<file path="config.mk">
export PLATFORM = sky130hd
export DESIGN_NAME = judge_hp
export DESIGN_NICKNAME = d
export VERILOG_FILES = /design/src/rtl/judge_hp.sv
export SDC_FILE = /design/constraint.sdc
export NUM_CORES = 1
export LEC_CHECK = 0
export BUFFER_PORTS_ARGS = -buffer_cell sky130_fd_sc_hd__buf_4
export CELL_PAD_IN_SITES_DETAIL_PLACEMENT = 0
export CELL_PAD_IN_SITES_GLOBAL_PLACEMENT = 2
export CORE_MARGIN = 5
export CORE_UTILIZATION = 36
export DETAILED_ROUTE_END_ITERATION = 6
export GPL_ROUTABILITY_DRIVEN = 0
export PLACE_DENSITY = 0.88
export SYNTH_ARGS = -nofsm -noshare
export SYNTH_HDL_FRONTEND = slang
export SYNTH_SLANG_ARGS = --single-unit
</file>
<file path="constraint.sdc">
create_clock -name CLK -period 6.1 [get_ports CLK]
set_clock_uncertainty 0.2 [all_clocks]
set_input_delay 0.61 -clock CLK [delete_from_list [all_inputs] [get_ports CLK]]
set_output_delay 0.61 -clock CLK [all_outputs]
set_load 0.1 [all_outputs]
</file>
<file path="src/rtl/judge_hp.sv">
// judge_hp -- round judge and hit-point keeper for the factorization game.
// A player answer is multiplied, registered and compared with the question one
// cycle later, which gives a player-correct or player-wrong event. A small FSM
// races that event against the opponent's OPP_OK inside a DRAW_WIN-cycle
// window. It also applies the hit-point change and reports win or lose.
// Optional build macro: JUDGE_TRIVIAL_REJECT_EN. When it is defined, any
// answer that uses 0 or 1 as a factor is judged wrong.
module judge_hp #(
    parameter int START_HP = 3,
    parameter int DRAW_WIN = 4
) (
    input  logic        CLK,
    input  logic        RST,
    input  logic [3:0]  STATE,
    input  logic [15:0] QUESTION_N,
    input  logic        ANS_VALID,
    input  logic [7:0]  ANS_A,
    input  logic [7:0]  ANS_B,
    input  logic        OPP_OK,
    output logic [1:0]  JUDG,
    output logic        WRONG,
    output logic [1:0]  HP,
    output logic [2:0]  PLAYER_HP,
    output logic [2:0]  ENEMY_HP
);

    // Game controller state codes that the judge reacts to
    localparam logic [3:0] ST_READY = 4'b0010;
    localparam logic [3:0] ST_INPUT = 4'b0100;
    localparam logic [3:0] ST_WRONG = 4'b0111;

    // Judgement codes
    localparam logic [1:0] J_NONE = 2'b00;
    localparam logic [1:0] J_GOOD = 2'b01;
    localparam logic [1:0] J_OUCH = 2'b10;
    localparam logic [1:0] J_DRAW = 2'b11;

    // Game result codes
    localparam logic [1:0] R_RUN  = 2'b00;
    localparam logic [1:0] R_WIN  = 2'b01;
    localparam logic [1:0] R_LOSE = 2'b10;

    localparam logic [2:0] HP_START = 3'(START_HP);
    localparam logic [7:0] WIN_LAST = 8'(DRAW_WIN - 1);

    typedef enum logic [2:0] {
        S_IDLE,
        S_ARMED,
        S_WIN_P,
        S_WIN_O,
        S_HOLD_J,
        S_HOLD_W
    } judge_state_t;

    logic         in_input;
    logic [15:0]  prod_reg;
    logic         ans_seen_reg;
    logic         answer_reject;
    logic         prod_match;
    logic         player_correct;
    logic         player_wrong;

    judge_state_t state_reg, state_next;
    logic [7:0]   win_cnt_reg, win_cnt_next;
    logic [1:0]   judg_reg, judg_next;
    logic         wrong_reg, wrong_next;
    logic [2:0]   player_hp_reg, player_hp_next;
    logic [2:0]   enemy_hp_reg, enemy_hp_next;
    logic [1:0]   hp_flag_reg, hp_flag_next;
    logic [1:0]   verdict;

    assign in_input = (STATE == ST_INPUT);

    // Register the full-width product and note that an answer arrived during INPUT
    always_ff @(posedge CLK) begin
        if (RST) begin
            prod_reg     <= 16'd0;
            ans_seen_reg <= 1'b0;
        end else begin
            if (ANS_VALID) begin
                prod_reg <= 16'(ANS_A) * 16'(ANS_B);
            end
            ans_seen_reg <= ANS_VALID && in_input;
        end
    end

`ifdef JUDGE_TRIVIAL_REJECT_EN
    logic [7:0] factors [2];
    logic [1:0] factor_trivial;
    logic       trivial_reg;

    assign factors[0] = ANS_A;
    assign factors[1] = ANS_B;

    generate
        for (genvar gi = 0; gi < 2; gi++) begin : g_trivial
            assign factor_trivial[gi] = (factors[gi] <= 8'd1);
        end
    endgenerate

    // Remember whether the answer used a 0 or 1 factor, aligned with prod_reg
    always_ff @(posedge CLK) begin
        if (RST) begin
            trivial_reg <= 1'b0;
        end else if (ANS_VALID) begin
            trivial_reg <= |factor_trivial;
        end
    end

    assign answer_reject = trivial_reg;
`else
    assign answer_reject = 1'b0;
`endif

    // The question is stable during INPUT, so comparing against the registered
    // product one cycle later is safe. This produces the PC/PW event pair.
    assign prod_match     = (prod_reg == QUESTION_N);
    assign player_correct = ans_seen_reg && prod_match && !answer_reject;
    assign player_wrong   = ans_seen_reg && !(prod_match && !answer_reject);

    // FSM state, window counter, outputs and hit points
    always_ff @(posedge CLK) begin
        if (RST) begin
            state_reg     <= S_IDLE;
            win_cnt_reg   <= 8'd0;
            judg_reg      <= J_NONE;
            wrong_reg     <= 1'b0;
            player_hp_reg <= HP_START;
            enemy_hp_reg  <= HP_START;
            hp_flag_reg   <= R_RUN;
        end else begin
            state_reg     <= state_next;
            win_cnt_reg   <= win_cnt_next;
            judg_reg      <= judg_next;
            wrong_reg     <= wrong_next;
            player_hp_reg <= player_hp_next;
            enemy_hp_reg  <= enemy_hp_next;
            hp_flag_reg   <= hp_flag_next;
        end
    end

    // Next-state logic: decide the verdict, then apply its hit-point effect
    always_comb begin
        state_next     = state_reg;
        win_cnt_next   = win_cnt_reg;
        judg_next      = judg_reg;
        wrong_next     = wrong_reg;
        player_hp_next = player_hp_reg;
        enemy_hp_next  = enemy_hp_reg;
        hp_flag_next   = hp_flag_reg;
        verdict        = J_NONE;

        case (state_reg)
            S_IDLE: begin
                if (in_input) begin
                    state_next = S_ARMED;
                end
            end
            S_ARMED: begin
                if (!in_input) begin
                    state_next = S_IDLE;
                end else if (player_correct && OPP_OK) begin
                    verdict = J_DRAW;
                end else if (player_correct) begin
                    state_next   = S_WIN_P;
                    win_cnt_next = 8'd0;
                end else if (OPP_OK) begin
                    state_next   = S_WIN_O;
                    win_cnt_next = 8'd0;
                end else if (player_wrong) begin
                    state_next = S_HOLD_W;
                    wrong_next = 1'b1;
                end
            end
            S_WIN_P: begin
                // A late wrong answer from the player cannot spoil a win
                if (!in_input) begin
                    state_next = S_IDLE;
                end else if (OPP_OK) begin
                    verdict = J_DRAW;
                end else if (win_cnt_reg == WIN_LAST) begin
                    verdict = J_GOOD;
                end else begin
                    win_cnt_next = win_cnt_reg + 8'd1;
                end
            end
            S_WIN_O: begin
                if (!in_input) begin
                    state_next = S_IDLE;
                end else if (player_correct) begin
                    verdict = J_DRAW;
                end else if (win_cnt_reg == WIN_LAST) begin
                    verdict = J_OUCH;
                end else begin
                    win_cnt_next = win_cnt_reg + 8'd1;
                end
            end
            S_HOLD_J: begin
                if (!in_input) begin
                    state_next = S_IDLE;
                    judg_next  = J_NONE;
                end
            end
            S_HOLD_W: begin
                if (STATE == ST_WRONG) begin
                    state_next = S_IDLE;
                    wrong_next = 1'b0;
                end
            end
            default: begin
                state_next = S_IDLE;
            end
        endcase

        if (verdict != J_NONE) begin
            state_next   = S_HOLD_J;
            judg_next    = verdict;
            win_cnt_next = 8'd0;
        end

        // Hit points saturate at zero; the decrement that reaches zero ends the game
        if (verdict == J_GOOD && enemy_hp_reg != 3'd0) begin
            enemy_hp_next = enemy_hp_reg - 3'd1;
            if (enemy_hp_reg == 3'd1) begin
                hp_flag_next = R_WIN;
            end
        end
        if (verdict == J_OUCH && player_hp_reg != 3'd0) begin
            player_hp_next = player_hp_reg - 3'd1;
            if (player_hp_reg == 3'd1) begin
                hp_flag_next = R_LOSE;
            end
        end

        // A finished game is restarted once the controller returns to READY
        if (STATE == ST_READY && hp_flag_reg != R_RUN) begin
            player_hp_next = HP_START;
            enemy_hp_next  = HP_START;
            hp_flag_next   = R_RUN;
        end
    end

    assign JUDG      = judg_reg;
    assign WRONG     = wrong_reg;
    assign HP        = hp_flag_reg;
    assign PLAYER_HP = player_hp_reg;
    assign ENEMY_HP  = enemy_hp_reg;

endmodule

</file>
# After elaboration in Yosys (flattened, before gate mapping)
# Index checks and enable logic that the tools add are counted.
[totals] reg_bits=39 latchBits=0 ramBits=0 mem_bits_ro=0 input_bits=40 wordCells=116 memories=0
[classes] add_sub_neg=3 n_mul=1 n_div=0 n_lt_le_gt_ge=0 n_eq_ne=35 shifts=0 n_mux=43 bitwise_logic=0 n_reduce_logical=24
[op_table] op="8-bit two-way mux" count=9
[op_table] op="2-bit two-way mux" count=14
[op_table] op="3-bit two-way mux" count=9
[op_table] op="2-bit != test, second input constant" count=12
[op_table] op="8-bit one-hot mux with 3 select lines" count=1
[op_table] op="16-bit equality test" count=1
[op_table] op="8-bit by 8-bit multiplier with 16-bit output" count=1
[op_table] op="3-bit != test, second input constant" count=4
[op_table] op="3-bit one-hot mux with 4 select lines" count=1
[op_table] op="5-bit AND reduction" count=2
[op_table] op="3-bit by 1-bit equality test with 1-bit output, second input constant" count=3
[op_table] op="3-bit nonzero test" count=3
[op_table] op="8-bit by 1-bit adder with 8-bit output, second input constant" count=1
[op_table] op="4-bit by 3-bit equality test with 1-bit output, second input constant" count=2
[op_table] op="8-bit by 2-bit equality test with 1-bit output, second input constant" count=1
[op_table] op="8-bit AND reduction" count=1
[op_table] op="2-bit nonzero test" count=4
[op_table] op="1-bit logical AND" count=7
[op_table] op="1-bit two-way mux" count=7
[op_table] op="7-bit AND reduction" count=1
[op_table] op="3-bit by 2-bit equality test with 1-bit output, second input constant" count=2
[op_table] op="3-bit equality test, second input constant" count=2
[op_table] op="6-bit != test, second input constant" count=1
[op_table] op="2-bit one-hot mux with 3 select lines" count=1
[op_table] op="14 further kinds" count=16

# Longest topological paths before layout
# Gate-level depths: netlist of the first run.
[logic_depth] depth_word=11 mapped_depth=16 ltp_nobuf=16

# Worst setup path after synthesis of the first run
# Ideal clock, no wire load.
[synth_path] path_kind="input-to-reg" start="input port ANS_A[1]" end="register prod_reg[15]" setup_time_ns=0.086 t_arrival_ns=4.363 required_time_ns=5.814 slack_ns=1.451 path_stages=14 n_path_buf=0 cell_sequence="and2_1 fa_1 fa_1 fa_1 inv_1 fa_1 inv_1 ha_1 or2_2 a21oi_1 a211oi_1 o31ai_1 xnor2_1 a211oi_1"
[synth_via] elab_chain_cells=1
[synth_lines] item="start, declared" line="17" rtl="input logic [7:0] ANS_A,"
[synth_lines] item="8-bit by 8-bit multiplier with 16-bit output" line="81" rtl="prod_reg <= 16'(ANS_A) * 16'(ANS_B);"
[synth_lines] item="end signal, assigned" line="81"
[synth_lines] item="end, declared" line="56" rtl="logic [15:0] prod_reg;"
# Every way passes these cells.
# A chain may end at the register's enable or synchronous reset.

# Worst setup path after layout of the first run
# Same ends and word-level chain as after synthesis.

==> results.py, run 1 <==
metrics = {
    "route": {
        "post_drt_wl_per_cell_um": 14.4,
        "dr.pass1.iters": 4,
        "vias": 3527,
        "drc": 0,
        "drt_iter0_markers": 232,
        "viasPerCell": 5.19,
        "antenna_left": 0,
        "wl_mm": 9.80,
    },
    "clock_network": {
        "ctsHoldBuffers": 0,
        "post_cts_resized": 0,
        "cts_made_buffers": 5,
        "cts_num_sinks": 39,
        "cts_setup_buffers": 0,
        "cts_root_buf": "clkbuf_16",
        "cts_tree": "done",
        "clk_latency_ns": 0.28,
        "h-tree-depth": 2,
        "clkSlewWorstSetupHoldPaths_ns": 0.06,
        "cts_buffer_depth": 2,
    },
    "sta": {
        "grt_setup_unrepaired": "no",
        "layout_min_cycle_time_ns": 4.65,
        "relSlewSlack_pct": 48.3,
        "setup_tns_ns": 0,
        "drv_slew": 0,
        "setup_ws_ns": 1.45,
        "post-route-period-util_pct": 76.2,
        "fmax_ghz": 0.215,
        "worst_slew_pin_slew_ns": 0.769,
        "setup_viol_count_final": 0,
        "hold_viol_final": 0,
    },
    "worst_setup_path": {
        "ff2ff_path_depth": 6,
        "cp-end-kind": "flop",
        "cp_max_fo": 8,
        "worstSetupStartpoint": "ANS_A[1]",
        "cpLargestDelayFamily": "adder cells",
        "critPathLaunchType": "input pin",
        "cp_cell_sequence": "buf_4 > and2_1 > fa_1 > fa_1 > fa_1 > inv_1 > fa_1 > inv_1 > ha_1 > or2_2 > a21oi_1 > a211oi_1 > o31ai_1 > xnor2_1 > a211oi_1",
        "cp.depth": 15,
        "max_stage_delay_ns": 0.54,
        "cp_num_buf_inv": 3,
        "crit_required_ns": 6.10,
        "reg2reg_from": "win_cnt_reg[0]",
        "critPathKind": "input pin to flop",
        "arrival_ns": 4.65,
        "cp_slowest_cell": "fa_1",
        "crit_top_cell": "fa_1",
    },
    "outcome": {
        "outcome": "completed",
    },
    "cells_and_area": {
        "n_antenna_cell": 0,
        "largest_register_ffs": 16,
        "final_nets": 657,
        "drive_above_1_share_pct": 13.0,
        "num-fill-cells": 1126,
        "area_growth_pct": 15.4,
    },
    "logic_synthesis": {
        "avgSynthCellArea_um2": 8.65,
        "synth_cell_type_count": 59,
        "netlist_instances": 490,
        "synthFlopType": "dfxtp_1",
        "yosys_warnings": 0,
        "syn_nets": 609,
        "ys_seq_area_share_pct": 18.4,
        "netlist_area_um2": 4240,
        "ys_async_sr_fraction_pct": 0,
        "synth-edff-count": 0,
        "ys_ff_latch": 39,
    },
    "power_and_ir_drop": {
        "pwr-share-comb_pct": 52.4,
        "ir_worst_vdd_mv": 0.103,
        "p_sw_share_pct": 38.2,
        "pwr-share-seq_pct": 26.2,
        "p_total_uw": 1160,
        "power_density_nw_per_um2": 236,
        "clkPwrFrac_pct": 21.4,
        "switchingPower_uw": 441,
        "power_leakage_uw": 0.00227,
        "intPower_uw": 715,
    },
    "global_route": {
        "grt_use_total_pct": 14.0,
        "overflow": 0,
        "grt_pass1_vias": 3531,
        "grt_start_max_net_pins": 26,
        "grt_pass1_wl_mm": 16.7,
        "antenna_found_initial": 0,
    },
    "hold_path": {
        "whs_path_depth": 2,
        "hp-class": "flop to flop",
        "min-delay-start": "JUDG[0]",
    },
    "die": {
        "die_area_um2": 14000,
        "initial_utilization_pct": 37.0,
        "die_h_um": 118,
        "die_x_um": 118,
        "ios": 51,
        "core.rowCount": 39,
        "core_area_um2": 11500,
    },
    "run": {
        "maxCapViolCount": 0,
    },
    "placement": {
        "port-buffer-count": 50,
        "dpl_worst_slack_ns": 1.12,
        "dp_hpwl_mm": 8.18,
    },
}
worst register-to-register path: cells and delay by family (launching register included):
kind	cells	cell delay, ns
compound gates	2	0.68
fa+ha+maj	1	0.26
flops	1	0.37
simple gates	3	1.46
path summary, 6_finish.rpt:
check / endpoint / slack (ns)
worst min register to register: JUDG[0] / 0.27
worst max register to register: HP[0] / 3.07
worst min-delay path: JUDG[0] / 0.27
worst max-delay path: prod_reg[15] / 1.45
per-stage QoR:
step	util, %	hold WS (ns)	instances	cell area (µm²)
6_report	42.6	0.269	680	4890
5_1_grt	42.6	0.316	680	4890
2_1_floorplan	-	0.258	490	4240
3_3_place_gp	41.5	0.266	674	4760
4_1_cts	42.6	0.276	680	4890
3_5_place_dp	41.5	0.268	674	4760
layout by cell type (no fill, tap or decap), drive strengths merged, types with 5 or more instances in the layout:
cell,count
o21ai,11
nand2,29
xnor2,8
or4,5
inv,63
mux2i,8
nand2b,12
o211ai,5
or3,6
buf,52
xor2,20
a21oi,20
nor2,22
nor3,11
nor4,5
o31ai,9
fa,36
a211oi,8
ha,43
clkbuf,5
nand3,11
and2,55
dfxtp,39
nand4,6
synth_stat cells (6+ instances only):
| library cell | number | area share (%) |
|---|---|---|
| a211oi_1 | 8 | 1.4 |
| a21oi_1 | 20 | 2.4 |
| and2_1 | 55 | 8.1 |
| clkbuf_1 | 7 | 0.62 |
| dfxtp_1 | 39 | 18 |
| fa_1 | 36 | 17 |
| ha_1 | 43 | 13 |
| inv_1 | 63 | 5.6 |
| mux2i_1 | 8 | 1.9 |
| nand2_1 | 29 | 2.6 |
| nand2b_1 | 12 | 1.8 |
| nand3_1 | 11 | 1.3 |
| nand4_1 | 6 | 0.89 |
| nor2_1 | 22 | 1.9 |
| nor3_1 | 10 | 1.2 |
| o21ai_0 | 11 | 1.3 |
| o31ai_1 | 9 | 1.6 |
| xnor2_1 | 8 | 1.7 |
| xor2_1 | 20 | 4.1 |
power groups by stage:
stage	Clock [µW]	Combinational [µW]	Sequential (µW)
finish	247	606	303
global placement	0	607	307
detailed placement	0	612	309
floorplan	0	475	303
CTS	252	618	303
global route	266	712	306
cell type report:
cell class	instances	area [µm²]	share of cell area [%]
flip-flops and latches	39	781	16.0
repair buffers	52	390	7.98
clock buffers	5	125	2.56
multi-input cells	377	3170	64.8
inverters	63	236	4.84
well taps	143	179	3.66
clock inverters	1	7.51	0.154
cells by family after synthesis:
logic type | share of synthesized area (%)
and+or+nand+nor | 23.8
AOI/OAI and AO/OA | 13.6
adders and majority gates | 29.7
buffers and inverters | 6.76
DFF | 18.4
xor gates and xnor gates | 5.79
muxes | 1.89
routing by layer:
metal  wire length, µm  vias up  GRT usage [%]
met5                 0        -              0
met4               204        0           4.18
met3               343       15           1.43
met2              4780       59           24.0
met1              4470     1687           18.6
li1                  -     1766              -
(Power assumes the default switching activity.)
==> inputs of run 2 (changes only) <==
Settings changed: ABC_AREA set to 1, CORE_UTILIZATION 36 to 33.
Clock period 6.1 ns to 4.61 ns, I/O delays scaled along.
==> results.py, run 2 <==
metrics = {
    "route": {
        "vias": 4216,
        "dr.pass1.iters": 4,
        "drt_iter0_markers": 137,
        "post_drt_wl_per_cell_um": 12.0,
        "viasPerCell": 4.55,
        "antenna_left": 0,
        "wl_mm": 11.1,
        "drc": 0,
    },
    "sta": {
        "drv_slew": 0,
        "post-route-period-util_pct": 92.3,
        "hold_viol_final": 0,
        "fmax_ghz": 0.235,
        "grt_setup_unrepaired": "no",
        "setup_viol_count_final": 0,
        "setup_ws_ns": 0.353,
        "layout_min_cycle_time_ns": 4.26,
        "relSlewSlack_pct": 57.0,
        "setup_tns_ns": 0,
        "worst_slew_pin_slew_ns": 0.644,
    },
    "logic_synthesis": {
        "synth.mux.area_fraction_pct": 0,
        "synth_most_common_cell": "inv_1",
        "syn_nets": 824,
        "netlist_instances": 705,
        "synth_common_cells": "inv_1, nand2_1, ha_1, nor2_1, dfxtp_1",
        "yosys.area.top_type": "dfxtp_1",
        "avgSynthCellArea_um2": 6.60,
        "ys_ff_latch": 39,
        "ys_async_sr_fraction_pct": 0,
        "synth_top_family_by_area": "adder cells",
        "synthFlopType": "dfxtp_1",
        "ys_seq_area_share_pct": 16.8,
        "synth_compound_area_share_pct": 9.00,
        "netlist_area_um2": 4660,
        "synth_area_leaders": "dfxtp_1, fa_1, inv_1",
        "synth_adder_area_share_pct": 27.0,
        "yosys_warnings": 0,
        "synthXorXnorAreaFrac_pct": 3.01,
        "synth_cell_type_count": 37,
        "netlist.area_leader.share_pct": 16.8,
        "synth-edff-count": 0,
        "synthSimpleGateAreaFrac_pct": 26.8,
    },
    "clock_network": {
        "cts_num_sinks": 39,
        "clk_latency_ns": 0.29,
        "post_cts_resized": 0,
        "h-tree-depth": 2,
        "clkSlewWorstSetupHoldPaths_ns": 0.06,
        "cts_root_buf": "clkbuf_16",
        "cts_made_buffers": 5,
        "cts_setup_buffers": 0,
        "cts_tree": "done",
        "ctsHoldBuffers": 0,
        "cts_buffer_depth": 2,
    },
    "power_and_ir_drop": {
        "switchingPower_uw": 674,
        "pwr-share-seq_pct": 23.1,
        "clkPwrFrac_pct": 27.3,
        "pwr-share-comb_pct": 49.6,
        "power_leakage_uw": 0.00320,
        "power_density_nw_per_um2": 315,
        "p_sw_share_pct": 39.6,
        "intPower_uw": 1030,
        "ir_worst_vdd_mv": 0.148,
    },
    "cells_and_area": {
        "post-route-util_pct": 38.8,
        "n_antenna_cell": 0,
        "final_cell_mix": "inv_1, nand2_1, buf_4",
        "drive_above_1_share_pct": 12.3,
        "final_cells": 926,
        "final_common_cell": "inv_1",
        "area_growth_pct": 15.8,
        "final_nets": 864,
        "largest_register_ffs": 16,
    },
    "global_route": {
        "grt_start_max_net_pins": 25,
        "grt_use_total_pct": 13.9,
        "antenna_found_initial": 0,
        "overflow": 0,
        "grt_pass1_wl_mm": 18.8,
        "grt_pass1_vias": 4117,
    },
    "worst_setup_path": {
        "critPathKind": "input pin to flop",
        "critPathLaunchType": "input pin",
        "crit_required_ns": 4.59,
        "arrival_ns": 4.24,
        "cpLargestDelayFamily": "adder cells",
        "cp_num_buf_inv": 5,
        "cp_cell_sequence": "buf_4 > nand2_1 > fa_1 > fa_1 > inv_1 > fa_1 > inv_1 > fa_1 > inv_1 > ha_1 > a21o_1 > a21oi_1 > o21ai_0 > a21oi_1 > xor2_1 > o21ai_0 > inv_1",
        "cp_max_fo": 8,
        "max_stage_delay_ns": 0.55,
        "cp-end-kind": "flop",
        "cp_slowest_cell": "fa_1",
    },
    "die": {
        "die_area_um2": 16600,
        "die_x_um": 129,
        "initial_utilization_pct": 33.5,
        "core_area_um2": 13900,
        "ios": 51,
        "die_h_um": 129,
        "core.rowCount": 43,
    },
    "outcome": {
        "outcome": "completed",
    },
    "placement": {
        "port-buffer-count": 50,
        "post-place-cells": 918,
        "dp_hpwl_mm": 9.29,
        "dpl_worst_slack_ns": 0.0251,
    },
    "hold_path": {
        "hp-class": "input pin to flop",
    },
    "run": {
        "maxCapViolCount": 0,
    },
}
-- run 2: logic make-up after synthesis --
group,after synthesis
AOI/OAI and AO/OA,77
xor gates and xnor gates,16
adders and majority gates,79
buffers and inverters,212
DFF,39
and+or+nand+nor,282
-- run 2: final cells by class --
class	count	area, µm²
tap	180	225
multi-input combinational	454	3070
timing repair buffer	54	405
sequential	39	781
clock buffer	5	125
clock inverter	3	67.6
fill	1521	8490
inverter	191	719
-- run 2: path summary, 6_finish.rpt --
path              slack, ns           end  cells past startpoint      startpoint
hold reg to reg        0.26   prod_reg[3]                      2     prod_reg[3]
setup / recovery       0.35  prod_reg[12]                     17        ANS_B[7]
setup reg to reg       2.42  state_reg[0]                     12  win_cnt_reg[0]
hold / removal         0.23   prod_reg[4]                      2       ANS_VALID
-- run 2: per-stage QoR --
stage / power (µW) / hold WS, ns / cell area (µm²)
6_report: 1700 / 0.226 / 5390
5_1_grt: 1880 / 0.234 / 5390
4_1_cts: 1740 / 0.221 / 5390
3_5_place_dp: 1260 / 0.252 / 5200
3_3_place_gp: 1260 / 0.252 / 5200
2_1_floorplan: 1040 / 0.241 / 4660
-- run 2: per-layer routing --
layer | global-route usage [%] | part of all wire (%) | up-vias
met5 | 0 | 0 | -
met4 | 2.84 | 0.65 | 0
met3 | 2.24 | 2.9 | 6
met2 | 25.0 | 50 | 43
met1 | 17.7 | 47 | 1989
li1 | - | - | 2178
-- run 2: power by group through the flow --
stage | clock, µW | combinational [µW] | sequential (µW)
global placement | 0 | 857 | 399
CTS | 472 | 871 | 393
detailed placement | 0 | 864 | 399
global route | 491 | 994 | 397
floorplan | 0 | 646 | 396
finish | 464 | 843 | 392
==> inputs of run 3 (changes only) <==
Clock period 4.61 ns to 4.4 ns, I/O delays scaled along.
==> results.py, run 3 (synthesis results as in run 2) <==
metrics = {
    "worst_setup_path": {
        "arrival_ns": 4.15,
        "cpLargestDelayFamily": "adder cells",
        "cp_slowest_cell": "fa_1",
        "cp-end-kind": "flop",
        "cp_num_buf_inv": 7,
        "critPathLaunchType": "input pin",
        "worstSetupStartpoint": "ANS_B[4]",
        "cp_cell_sequence": "buf_4 > buf_4 > nand2_1 > inv_1 > fa_1 > fa_1 > fa_1 > inv_1 > fa_1 > inv_1 > ha_1 > nand2_1 > inv_1 > nand2_1 > nand2_1 > nand2_1 > nand4_1 > a21oi_1 > o21ai_0 > o211ai_1 > inv_1",
        "crit_required_ns": 4.38,
        "reg2reg_from": "win_cnt_reg[0]",
        "critPathKind": "input pin to flop",
        "cp_max_fo": 6,
        "max_stage_delay_ns": 0.55,
    },
    "placement": {
        "dp_hpwl_mm": 9.22,
        "port-buffer-count": 50,
        "placed_cell_area_um2": 5370,
    },
    "clock_network": {
        "ctsHoldBuffers": 0,
        "clkSlewWorstSetupHoldPaths_ns": 0.07,
        "cts_buffer_depth": 2,
        "cts_num_sinks": 39,
        "cts_root_buf": "clkbuf_16",
        "h-tree-depth": 2,
        "cts_tree": "done",
        "clk_latency_ns": 0.29,
        "cts_made_buffers": 5,
    },
    "power_and_ir_drop": {
        "p_total_uw": 1760,
        "power_density_nw_per_um2": 318,
        "ir_worst_vdd_mv": 0.158,
        "power_leakage_uw": 0.00330,
    },
    "sta": {
        "setup_viol_count_final": 0,
        "worst_slew_pin_slew_ns": 0.613,
        "fmax_ghz": 0.239,
        "post-route-period-util_pct": 94.9,
        "relSlewSlack_pct": 59.1,
        "drv_slew": 0,
        "layout_min_cycle_time_ns": 4.18,
        "hold_viol_final": 0,
    },
    "run": {
        "maxCapViolCount": 0,
    },
    "route": {
        "viasPerCell": 4.45,
        "drt_iter0_markers": 189,
        "drc": 0,
        "antenna_left": 0,
        "wl_mm": 10.8,
        "post_drt_wl_per_cell_um": 11.4,
        "dr.pass1.iters": 6,
        "vias": 4223,
    },
    "die": {
        "core.rowCount": 43,
        "initial_utilization_pct": 33.5,
        "die_area_um2": 16600,
        "die_x_um": 129,
        "ios": 51,
        "core_area_um2": 13900,
        "die_h_um": 129,
    },
    "hold_path": {
        "hp-class": "input pin to flop",
        "min-delay-start": "ANS_VALID",
    },
    "cells_and_area": {
        "largest_register_ffs": 16,
        "fin_area_um2": 5530,
        "final_nets": 887,
        "final_cell_mix": "inv_1, nand2_1, buf_4",
        "n_antenna_cell": 0,
        "area_growth_pct": 18.7,
        "drive_above_1_share_pct": 15.1,
        "final_common_cell": "inv_1",
    },
    "outcome": {
        "outcome": "completed",
    },
    "global_route": {
        "grt_use_total_pct": 13.8,
        "antenna_found_initial": 0,
        "grt_pass1_wl_mm": 18.9,
        "grt_start_max_net_pins": 25,
        "overflow": 0,
        "grt_pass1_vias": 4226,
    },
}
[run 3: cell types whose count changed in the layout (fill, tap and decap cells not counted), sizes merged]
cell and delta:
buf +23, bufinv -2, clkinv +2
[run 3: layout make-up]
type	instances	area, µm²
clock inverter	3	25.0
multi-input combinational	454	3070
fill	1527	8360
timing repair buffer	77	578
tap	180	225
clock buffer	5	125
inverter	191	719
sequential	39	781
[run 3: final timing paths]
| check | endpoint | cells past startpoint | slack (ns) |
|---|---|---|---|
| max | prod_reg[14] | 21 | 0.22 |
| min | prod_reg[4] | 2 | 0.21 |
| max reg2reg | state_reg[0] | 12 | 2.25 |
| min reg2reg | prod_reg[3] | 2 | 0.26 |
[run 3: metrics by stage]
step           setup TNS (ns)  util [%]  worst slack (ns)  hold WS (ns)  cells
2_1_floorplan               0         -            0.0121         0.241    705
3_3_place_gp           -0.196      38.7            -0.101         0.249    941
3_5_place_dp           -0.272      38.7           -0.0924         0.256    941
4_1_cts                     0      39.8             0.204         0.203    949
5_1_grt              -0.00508      39.8          -0.00508         0.222    949
6_report                    0      39.8             0.224         0.211    949
[run 3: repair_timing]
item / 4_1_cts / 5_1_grt
setup endpoints to repair: 0 / 1
endpoints found under the hold margin: 0 / 0
resized for setup: 0 / 1
setup buffers: 0 / 0
[run 3: power breakdown]
group | total (µW) | switching [µW] | internal (µW)
Sequential | 410 | 20.6 | 390
Combinational | 977 | 545 | 432
Clock | 372 | 160 | 212
[run 3: layer usage]
| metal | vias up | part of all wire, % | global-route usage (%) |
|---|---|---|---|
| li1 | 2229 | - | - |
| met2 | 52 | 49 | 24.1 |
| met4 | 0 | 0.61 | 2.35 |
| met3 | 6 | 3.1 | 2.03 |
| met1 | 1936 | 47 | 18.3 |
| met5 | - | 0 | 0 |
